File: config.mk
export PLATFORM = sky130hd
export DESIGN_NAME = divider_fsm
export DESIGN_NICKNAME = d
export VERILOG_FILES = /design/src/rtl/divider_fsm.sv
export SDC_FILE = /design/constraint.sdc
export NUM_CORES = 1
export LEC_CHECK = 0
export ABC_AREA = 1
export BUFFER_PORTS_ARGS = -buffer_cell sky130_fd_sc_hd__buf_2
export CORE_MARGIN = 1.5
export CORE_UTILIZATION = 60
export CTS_BUF_LIST = sky130_fd_sc_hd__clkbuf_4 sky130_fd_sc_hd__clkbuf_8
export CTS_CLUSTER_SIZE = 10
export DETAILED_ROUTE_END_ITERATION = 16
export PLACE_DENSITY = 0.84
export SLEW_MARGIN = 25
export SYNTH_ARGS = -nofsm -noshare
export SYNTH_HDL_FRONTEND = slang
export SYNTH_SLANG_ARGS = --single-unit
File: constraint.sdc
create_clock -name clk -period 5.22 [get_ports clk]
set_clock_uncertainty 0.2 [all_clocks]
set_input_delay 0 -clock clk [delete_from_list [all_inputs] [get_ports clk]]
set_output_delay 0 -clock clk [all_outputs]
set_load 0.03 [all_outputs]
File: src/rtl/divider_fsm.sv
// Sequential unsigned divider (repeated subtraction) with a shared operand bus.
// Optional zero-divisor flag output enabled by defining DIVIDER_ERR_EN.
module divider_fsm #(
  parameter int N = 8
) (
  input  logic         clk,
  input  logic         reset,
  input  logic         start,
  input  logic [N-1:0] data_in,
  output logic [N-1:0] quotient,
  output logic [N-1:0] remainder,
  output logic         busy,
  output logic         done
`ifdef DIVIDER_ERR_EN
  ,
  output logic         div_by_zero
`endif
);

  typedef enum logic [1:0] {IDLE, LOAD_B, SUB, DONE} state_t;

  state_t       state_reg;
  logic [N-1:0] divisor_reg;

  always_ff @(posedge clk) begin
    if (reset) begin
      state_reg   <= IDLE;
      quotient    <= '0;
      remainder   <= '0;
      divisor_reg <= '0;
      busy        <= 1'b0;
      done        <= 1'b0;
`ifdef DIVIDER_ERR_EN
      div_by_zero <= 1'b0;
`endif
    end else begin
      done <= 1'b0;
      case (state_reg)
        IDLE: begin
          if (start) begin
            remainder <= data_in;
            quotient  <= '0;
            busy      <= 1'b1;
            state_reg <= LOAD_B;
`ifdef DIVIDER_ERR_EN
            div_by_zero <= 1'b0;
`endif
          end
        end
        LOAD_B: begin
          divisor_reg <= data_in;
          state_reg   <= SUB;
        end
        SUB: begin
          // Zero divisor saturates the quotient and leaves the dividend as remainder.
          if (divisor_reg == '0) begin
            quotient  <= '1;
            done      <= 1'b1;
            state_reg <= DONE;
`ifdef DIVIDER_ERR_EN
            div_by_zero <= 1'b1;
`endif
          end else if (remainder >= divisor_reg) begin
            remainder <= remainder - divisor_reg;
            quotient  <= quotient + 1'b1;
          end else begin
            done      <= 1'b1;
            state_reg <= DONE;
          end
        end
        DONE: begin
          busy      <= 1'b0;
          state_reg <= IDLE;
        end
        default: begin
          busy      <= 1'b0;
          state_reg <= IDLE;
        end
      endcase
    end
  end

endmodule

* After elaboration in Yosys (flattened, before gate mapping)
Index checks and enable logic that the tools add are counted.
** Word-level totals
- Register bits after elaboration :: 28
- Input port bits :: 11
- Output and inout bits :: 18
- Logic and storage cells :: 43
** Operators by class
- Add/subtract/negate cells :: 2
- Order comparisons :: 1
- Equal/unequal tests :: 8
- Muxes and demuxes :: 16
- Bitwise operators :: 1
- Reductions and logical operators :: 9
** Operators by type and width (count)
- two-way mux 8 bit :: 6
- one-hot mux 8 bit (2 select lines) :: 2
- adder 8 x 1 -> 8 bit, second input constant :: 1
- greater-or-equal comparator 8 bit :: 1
- zero test 8 bit :: 1
- one-hot mux 2 bit (4 select lines) :: 1
- subtractor 8 bit :: 1
- two-way mux 2 bit :: 3
- != test 2 bit, second input constant :: 3
- != test 3 bit, second input constant :: 2
- equality test 2 bit, second input constant :: 2
- AND reduction 2 bit :: 2
- AND reduction 4 bit :: 1
- nonzero test 2 bit :: 2
- two-way mux 1 bit :: 3
- AND reduction 3 bit :: 1
- equality test 2 x 1 -> 1 bit, second input constant :: 1
- zero test 2 bit :: 1
- one-hot mux 1 bit (2 select lines) :: 1
- OR reduction 2 bit :: 1
- inverter 1 bit :: 1

* Logic depth before layout (Yosys ltp)
Gate-level depths: netlist (run 1).
- Depth after elaboration :: 4
- Depth in mapped cells :: 15
- Depth with buffers taken out :: 14

* Worst setup path after synthesis (run 1)
OpenSTA, ideal clock, no wires.
- Path kind :: register to register
- From :: reg remainder[0]
- To :: reg remainder[7]
- Setup time :: 114 ps
- Data arrival time :: 1830 ps
- Slack :: 3076 ps
- Stages on the path, launching flop included :: 15
- Buffers on the path :: 1
- Clock period less this slack :: 2144 ps
- Path through :: dfxtp_1 -> inv_1 -> ha_1 -> inv_1 -> fa_1 -> nand2_1 -> nand2_2 -> nand2_2 -> nand2_2 -> nand2_4 -> nand3_4 -> nand3_4 -> buf_6 -> nor2_1 -> nor2_2
** Between the ends
- Longest elaborated chain between the ends :: 4
** RTL lines
- start: declaration :: line 11 : output logic [N-1:0] remainder,
- start signal: assignment :: line 41 : remainder <= data_in;
- start signal: assignment :: line 64 : remainder <= remainder - divisor_reg;
- subtractor 8 bit :: line 64
- two-way mux 8 bit :: line 63 : end else if (remainder >= divisor_reg) begin
- two-way mux 8 bit :: line 56 : if (divisor_reg == '0) begin
- one-hot mux 8 bit (2 select lines) :: line 38 : case (state_reg)
Several ways; a longest one is shown, not always the timed one. The select of a mux whose other input is x is not followed.
A chain may end at the register's enable or synchronous reset.

* Final worst setup path (run 1)
- From :: reg state_reg[0]
- To :: reg remainder[7]
** Between the ends
- Longest elaborated chain between the ends :: 3
** RTL lines
- start: declaration :: line 22 : state_t state_reg;
- start signal: assignment :: line 27 : state_reg <= IDLE;
- start signal: assignment :: line 44 : state_reg <= LOAD_B;
- start signal: assignment :: line 52 : state_reg <= SUB;
- equality test 2 bit or zero test 2 bit (tied branches) :: line 38
- != test 2 bit (no line) or nonzero test 2 bit (tied branches)
- AND reduction 4 bit (no line)
Several ways; a longest one is shown, not always the timed one.

==> results of run 1 <==
## cells by family (layout without fill, tap and decap cells)
kind of cell             count (synthesis)  after routing
AO/OA/AOI/OAI                           39             39
buffers and inverters                   51             86
AND/OR/NAND/NOR                        163            163
adder cells (fa/ha/maj)                 14             14
flip-flops                              28             28
XOR/XNOR                                 2              2
## per-layer routing
| layer | share of wire | GRT usage | wire length, µm | vias to the layer above |
|---|---|---|---|---|
| met1 | 0.47 | 0.339 | 1900 | 856 |
| met5 | 0 | 0 | 0 | - |
| met4 | 0.0094 | 0.0584 | 38 | 0 |
| met2 | 0.47 | 0.430 | 1920 | 45 |
| met3 | 0.048 | 0.0328 | 196 | 4 |
| li1 | - | - | - | 1000 |
## stage by stage
step	std cells	util	setup slack, ns	total power, µW
after floorplan	297	-	3.08	1180
after global placement	362	0.681	2.73	1340
after detailed placement	362	0.681	2.67	1360
after CTS	376	0.732	2.65	1520
after global routing	376	0.732	2.36	1690
final	376	0.732	2.64	1520
## critical path: stages, from the launching register on
cell and delay (ns):
sky130_fd_sc_hd__dfxtp_1 0.36, sky130_fd_sc_hd__inv_1 0.10, sky130_fd_sc_hd__ha_1 0.61, sky130_fd_sc_hd__inv_1 0.39
sky130_fd_sc_hd__a21oi_4 0.39, sky130_fd_sc_hd__nand3_4 0.22, sky130_fd_sc_hd__nand2_1 0.11, sky130_fd_sc_hd__nand2_1 0.06
sky130_fd_sc_hd__nor2_2 0.09
## cells in the mapped netlist (2+ instances only)
cell / instances / area (µm²)
sky130_fd_sc_hd__nand2_2: 3 / 18.8
sky130_fd_sc_hd__nand2_4: 2 / 22.5
sky130_fd_sc_hd__a21oi_1: 15 / 75.1
sky130_fd_sc_hd__nor2_1: 46 / 173
sky130_fd_sc_hd__nand3_1: 19 / 95.1
sky130_fd_sc_hd__nand2_1: 79 / 297
sky130_fd_sc_hd__xnor2_1: 2 / 17.5
sky130_fd_sc_hd__dfxtp_1: 28 / 561
sky130_fd_sc_hd__nand4_1: 2 / 12.5
sky130_fd_sc_hd__inv_1: 43 / 161
sky130_fd_sc_hd__o21ai_0: 19 / 95.1
sky130_fd_sc_hd__or2_2: 2 / 12.5
sky130_fd_sc_hd__clkbuf_1: 3 / 11.3
sky130_fd_sc_hd__buf_2: 2 / 10.0
sky130_fd_sc_hd__nand3_4: 2 / 35.0
sky130_fd_sc_hd__nand3b_1: 4 / 30.0
sky130_fd_sc_hd__ha_1: 13 / 163
## power groups by stage
stage	Sequential [µW]	Clock (µW)	Combinational [µW]
finish	346	149	1020
global route	356	159	1170
CTS	347	151	1020
detailed placement	352	0	1010
global placement	349	0	989
floorplan	434	0	751
## layout make-up
| cell class | instances | area share |
|---|---|---|
| well taps | 44 | 0.0248 |
| repair buffers | 38 | 0.108 |
| multi-input cells | 218 | 0.516 |
| clock inverters | 1 | 0.0136 |
| flip-flops and latches | 28 | 0.253 |
| clock buffers | 3 | 0.0102 |
| inverters | 44 | 0.0745 |
## worst max path at each step
stage | start | end | slack [ns]
6_report | state_reg[0] | remainder[7] | 2.64
5_1_grt | state_reg[0] | remainder[5] | 2.36
4_1_cts | state_reg[0] | remainder[4] | 2.65
3_5_place_dp | state_reg[0] | remainder[7] | 2.67
3_3_place_gp | state_reg[0] | remainder[7] | 2.73
2_1_floorplan | remainder[0] | remainder[7] | 3.08
## timing repair
item	in CTS	in global routing
endpoints found under the hold margin	23	0
buffers inserted	0	0
endpoints found under the setup margin	0	0
hold buffers	10	0
==> flow_summary.yaml, run 1 <==
sta:
  max_slew_margin: 0.543
  grt_setup_unrepaired: "false"
  maxSlewViolCount: 0
  min_period_over_period: 0.493
  timing.setup.tns_ns: 0
  timing.hold.ws_ns: 0.201
  timing.final.crit_period_ns: 2.58
  fmax_ghz: 0.388
  finalSetupViolCount: 0
  report.final.hold_viol_count: 0
  worst_slew_pin_slew_ns: 0.686
power_and_ir_drop:
  cell_internal_power_dissipation_uw: 727
  pwr-share-clk: 0.098
  worst_ir_drop_vdd_mv: 0.366
  power.share.switching: 0.521
  sequentialPowerShare: 0.228
  p_sw_uw: 791
  combinational_share_of_power: 0.674
  leakage_power_total_uw: 0.00115
  power_density_over_the_cells_nw_per_um2: 685
final_layout:
  synthToLayoutAreaGrowth_pct: 16.3
  regArea_um2: 561
  postLayoutCellArea_um2: 2220
  layout_commonest_cell: "sky130_fd_sc_hd__nand2_1"
  final_layout_size_suffix_gt1_frac: 0.142
  final_nets: 358
  antenna_diode_count: 0
  filler_cell_count: 250
  most-common-layout-cells: "sky130_fd_sc_hd__nand2_1, sky130_fd_sc_hd__nor2_1, sky130_fd_sc_hd__inv_1, sky130_fd_sc_hd__dfxtp_1, sky130_fd_sc_hd__buf_2"
  multi_input_area_um2: 1140
clock_tree:
  cts.htree.levels: 1
  clk_root_buffer_cell: "sky130_fd_sc_hd__clkbuf_4"
  clkSlewWorstSetupHoldPaths_ns: 0.17
  num_clock_sinks: 28
  cts_buffers: 3
  max-clock-path-buffers: 2
  cts_repair_resize_count: 0
  clock_insertion_delay_worst_skew_ns: 0.34
  tritoncts: "built"
critical_path:
  arrival_time_at_the_worst_endpoint_ns: 2.68
  ff2ff_path_depth: 8
  worst_ep_required_time_ns: 5.32
  ff2ff_setup_slack_ns: 2.64
  rr_startpoint: "state_reg[0]"
  worst_setup_path_end_kind: "flop"
  critPathLaunchType: "flop"
  critical_path_class: "reg -> reg"
  regToRegEndpoint: "remainder[7]"
  timing.critical_path.fanout_max: 20
min_path:
  hold_depth: 3
  worst_hold_path.endpoint: "quotient[4]"
  worst_min_delay_path_startpoint: "reset"
  hold_path_class: "in -> reg"
yosys:
  postSynth.topFlopCell: "sky130_fd_sc_hd__dfxtp_1"
  synth-seq-area-share: 0.294
  synth_adder_area_share: 0.0959
  synth_compound_gate_area_share: 0.114
  post_synth_and_or_nand_nor_area_fraction: 0.381
  post_synth.cell_area_avg_um2: 6.42
  synth_enable_flop_cells: 0
  synth_area_um2: 1910
  netlist_instances: 297
  synth_cell_types: 30
  dominant_combinational_cell_family_by_area_after_synthesis: "simple AND/OR/NAND/NOR gates"
  synth_nets: 322
  synth_xor_area_frac: 0.00919
  yosys-mux-area-fraction: 0
  ys_seq_elements: 28
  synth.yosys.warnings: 0
  synth-async-reset-ratio: 0
die:
  rows: 20
  die_area_um2: 3520
  design.portCount: 29
  die_h_um: 59.4
  core_region_area_um2: 3030
  floorplan.initialDensity: 0.629
  dieWidth_um: 59.4
routing:
  remaining_number_of_nets_flagged_by_the_antenna_check_after_routing: 0
  detailedRoute.firstIterationViolations: 148
  firstDrtPassIters: 4
  route.detailed.wl_per_inst_um: 10.8
  via_count: 1905
  routed_via_density: 5.07
  routed_wire_length_um: 4060
  drc: 0
global_route:
  global_route.usage.total: 0.253
  wire_length_of_the_first_global_routing_pass_um: 6830
  maximum_number_of_pins_on_one_net_before_global_route_repair: 24
  global_route.overflow_total: 0
  number_of_global_route_vias_before_repair: 1612
  initial_antenna_violation_count: 0
status:
  status: "finished, final reports clean"
place:
  hpwlAfterDp_um: 2940
  placement.io_buffers: 28
  detailed_place.area_um2: 2060
  globalplace.congestion: 0.901
run:
  cap_viol_max_count: 0
(Power assumes the default switching activity.)
==> run 2, diff against run 1 <==
--- a/config.mk
+++ b/config.mk
@@ -5,14 +5,14 @@
 export SDC_FILE = /design/constraint.sdc
 export NUM_CORES = 1
 export LEC_CHECK = 0
-export ABC_AREA = 1
+export ABC_AREA = 0
 export BUFFER_PORTS_ARGS = -buffer_cell sky130_fd_sc_hd__buf_2
 export CORE_MARGIN = 1.5
-export CORE_UTILIZATION = 60
+export CORE_UTILIZATION = 53
 export CTS_BUF_LIST = sky130_fd_sc_hd__clkbuf_4 sky130_fd_sc_hd__clkbuf_8
 export CTS_CLUSTER_SIZE = 10
 export DETAILED_ROUTE_END_ITERATION = 16
-export PLACE_DENSITY = 0.84
+export PLACE_DENSITY = 0.79
 export SLEW_MARGIN = 25
 export SYNTH_ARGS = -nofsm -noshare
 export SYNTH_HDL_FRONTEND = slang
==> constraint.sdc (replaced) <==
create_clock -name clk -period 2.35 [get_ports clk]
set_clock_uncertainty 0.2 [all_clocks]
set_input_delay 0 -clock clk [delete_from_list [all_inputs] [get_ports clk]]
set_output_delay 0 -clock clk [all_outputs]
set_load 0.03 [all_outputs]
==> flow_summary.yaml, run 2 <==
sta:
  fmax_ghz: 0.420
  worst_slack_ns: -0.0306
  maxSlewViolCount: 0
  finalSetupViolCount: 2
  timing.final.crit_period_ns: 2.38
  grt_setup_unrepaired: "true"
  timing.hold.ws_ns: 0.342
  report.final.hold_viol_count: 0
  min_period_over_period: 1.01
  worst_slew_pin_slew_ns: 0.571
  max_slew_margin: 0.620
global_route:
  wire_length_of_the_first_global_routing_pass_um: 6940
  maximum_number_of_pins_on_one_net_before_global_route_repair: 20
  initial_antenna_violation_count: 0
  global_route.usage.total: 0.247
  global_route.overflow_total: 0
  number_of_global_route_vias_before_repair: 1609
status:
  failed_checks: "setup timing"
  status: "finished with violations"
run:
  cap_viol_max_count: 0
routing:
  route.detailed.wl_per_inst_um: 13.9
  drc: 0
  firstDrtPassIters: 4
  routed_via_density: 5.47
  routed_wire_length_um: 4310
  remaining_number_of_nets_flagged_by_the_antenna_check_after_routing: 0
  via_count: 1697
  detailedRoute.firstIterationViolations: 97
yosys:
  synth.yosys.warnings: 0
  synth_most_common_cell: "sky130_fd_sc_hd__nor2_1"
  synth_enable_flop_cells: 0
  synthDominantAreaCellType: "sky130_fd_sc_hd__dfxtp_1"
  synth_cell_types: 49
  synth-async-reset-ratio: 0
  synth-seq-area-share: 0.314
  synth_nets: 226
  synth_area_um2: 1790
  ys_seq_elements: 28
  synth_top_cells_by_count: "sky130_fd_sc_hd__nor2_1, sky130_fd_sc_hd__dfxtp_1, sky130_fd_sc_hd__mux2i_1"
  postSynth.topFlopCell: "sky130_fd_sc_hd__dfxtp_1"
  top_post_synthesis_cells_by_area: "sky130_fd_sc_hd__dfxtp_1, sky130_fd_sc_hd__ha_1, sky130_fd_sc_hd__mux2i_1"
  netlist_instances: 201
  post_synth.cell_area_avg_um2: 8.90
  yosysTopAreaCellShare: 0.314
die:
  die_h_um: 61.1
  die_area_um2: 3730
  rows: 20
  design.portCount: 29
  dieWidth_um: 61.1
  floorplan.initialDensity: 0.572
  core_region_area_um2: 3130
place:
  placed_cells: 281
  hpwlAfterDp_um: 2850
  preCtsSetupSlack_ns: -0.0441
  globalplace.congestion: 0.953
  placement.io_buffers: 28
clock_tree:
  cts_buffers: 3
  num_clock_sinks: 28
  clkSlewWorstSetupHoldPaths_ns: 0.15
  clk_root_buffer_cell: "sky130_fd_sc_hd__clkbuf_4"
  max-clock-path-buffers: 2
  clock_insertion_delay_worst_skew_ns: 0.33
  cts.htree.levels: 1
  tritoncts: "built"
final_layout:
  filler_cell_count: 211
  final_layout_size_suffix_gt1_frac: 0.353
  final_nets: 292
  layout_commonest_cell: "sky130_fd_sc_hd__nor2_1"
  most-common-layout-cells: "sky130_fd_sc_hd__nor2_1, sky130_fd_sc_hd__buf_2, sky130_fd_sc_hd__dfxtp_1, sky130_fd_sc_hd__dlygate4sd3_1, sky130_fd_sc_hd__buf_4"
  final_core_utilization: 0.789
  synthToLayoutAreaGrowth_pct: 38.0
  fin_cells: 310
  antenna_diode_count: 0
power_and_ir_drop:
  worst_ir_drop_vdd_mv: 0.915
  post-layout-total-power_uw: 3760
  power_density_over_the_cells_nw_per_um2: 1520
  leakage_power_total_uw: 0.00104
min_path:
  hold_path_class: "reg -> reg"
  worst_min_delay_path_startpoint: "state_reg[0]"
critical_path:
  worst_setup_path_startpoint: "divisor_reg[6]"
  arrival_time_at_the_worst_endpoint_ns: 2.47
  critPathLaunchType: "flop"
  ff2ff_setup_slack_ns: -0.03
  critical_path_class: "reg -> reg"
  rr_startpoint: "divisor_reg[6]"
  worst_setup_path_end_kind: "flop"
  worst_ep_required_time_ns: 2.44
  timing.critical_path.fanout_max: 7
## run 2: cell families after synthesis
family,after synthesis,synth area share
AO/OA/AOI/OAI,49,0.230
AND/OR/NAND/NOR,66,0.187
multiplexers,16,0.0896
buffers and inverters,23,0.0539
XOR/XNOR,5,0.0245
adder cells (fa/ha/maj),14,0.102
flip-flops,28,0.314
## run 2: routing by layer
layer / vias to the layer above / GRT usage / wire length, µm
met3: 4 / 0.0294 / 191
met1: 798 / 0.326 / 1990
met2: 40 / 0.418 / 2100
met5: - / 0 / 0
li1: 855 / - / -
met4: 0 / 0.0870 / 27
## run 2: worst paths after layout
| kind | endpoint | cells after the start |
|---|---|---|
| hold reg to reg | state_reg[0] | 2 |
| setup reg to reg | quotient[3] | 8 |
| setup / recovery | quotient[3] | 8 |
| hold / removal | state_reg[0] | 2 |
## run 2: layout make-up
cell class	count	area, µm²	area share
multi-input combinational	150	1250	0.506
sequential	28	573	0.232
timing repair buffer	69	505	0.205
inverter	15	56.3	0.0228
tap	44	55.1	0.0223
clock buffer	4	30.0	0.0122
## run 2: critical path: stages, from the launching register on
cell,delay [ns]
sky130_fd_sc_hd__dfxtp_2,0.41
sky130_fd_sc_hd__inv_1,0.07
sky130_fd_sc_hd__ha_1,0.33
sky130_fd_sc_hd__nand2_1,0.11
sky130_fd_sc_hd__o21ai_2,0.24
sky130_fd_sc_hd__a21oi_4,0.09
sky130_fd_sc_hd__or4_4,0.56
sky130_fd_sc_hd__o21ai_1,0.15
sky130_fd_sc_hd__o221a_1,0.18
## run 2: what timing repair did
item,in CTS,in global routing
setup buffers,2,3
gates resized for setup,0,18
hold buffers,20,0
hold endpoints to repair,20,0
pin swaps,5,11
setup endpoints to repair,6,17
## run 2: metrics by stage
| step | area [µm²] | setup TNS (ns) |
|---|---|---|
| global placement | 2130 | 0 |
| global route | 2470 | -0.884 |
| detailed placement | 2130 | -0.0981 |
| finish | 2470 | -0.0469 |
| floorplan | 1850 | -0.236 |
| CTS | 2370 | -0.0275 |
## run 2: report_power, final
group | switching, µW | total (µW) | internal, µW
combinational | 1490 | 2770 | 1280
sequential | 146 | 769 | 623
clock | 143 | 221 | 78.2
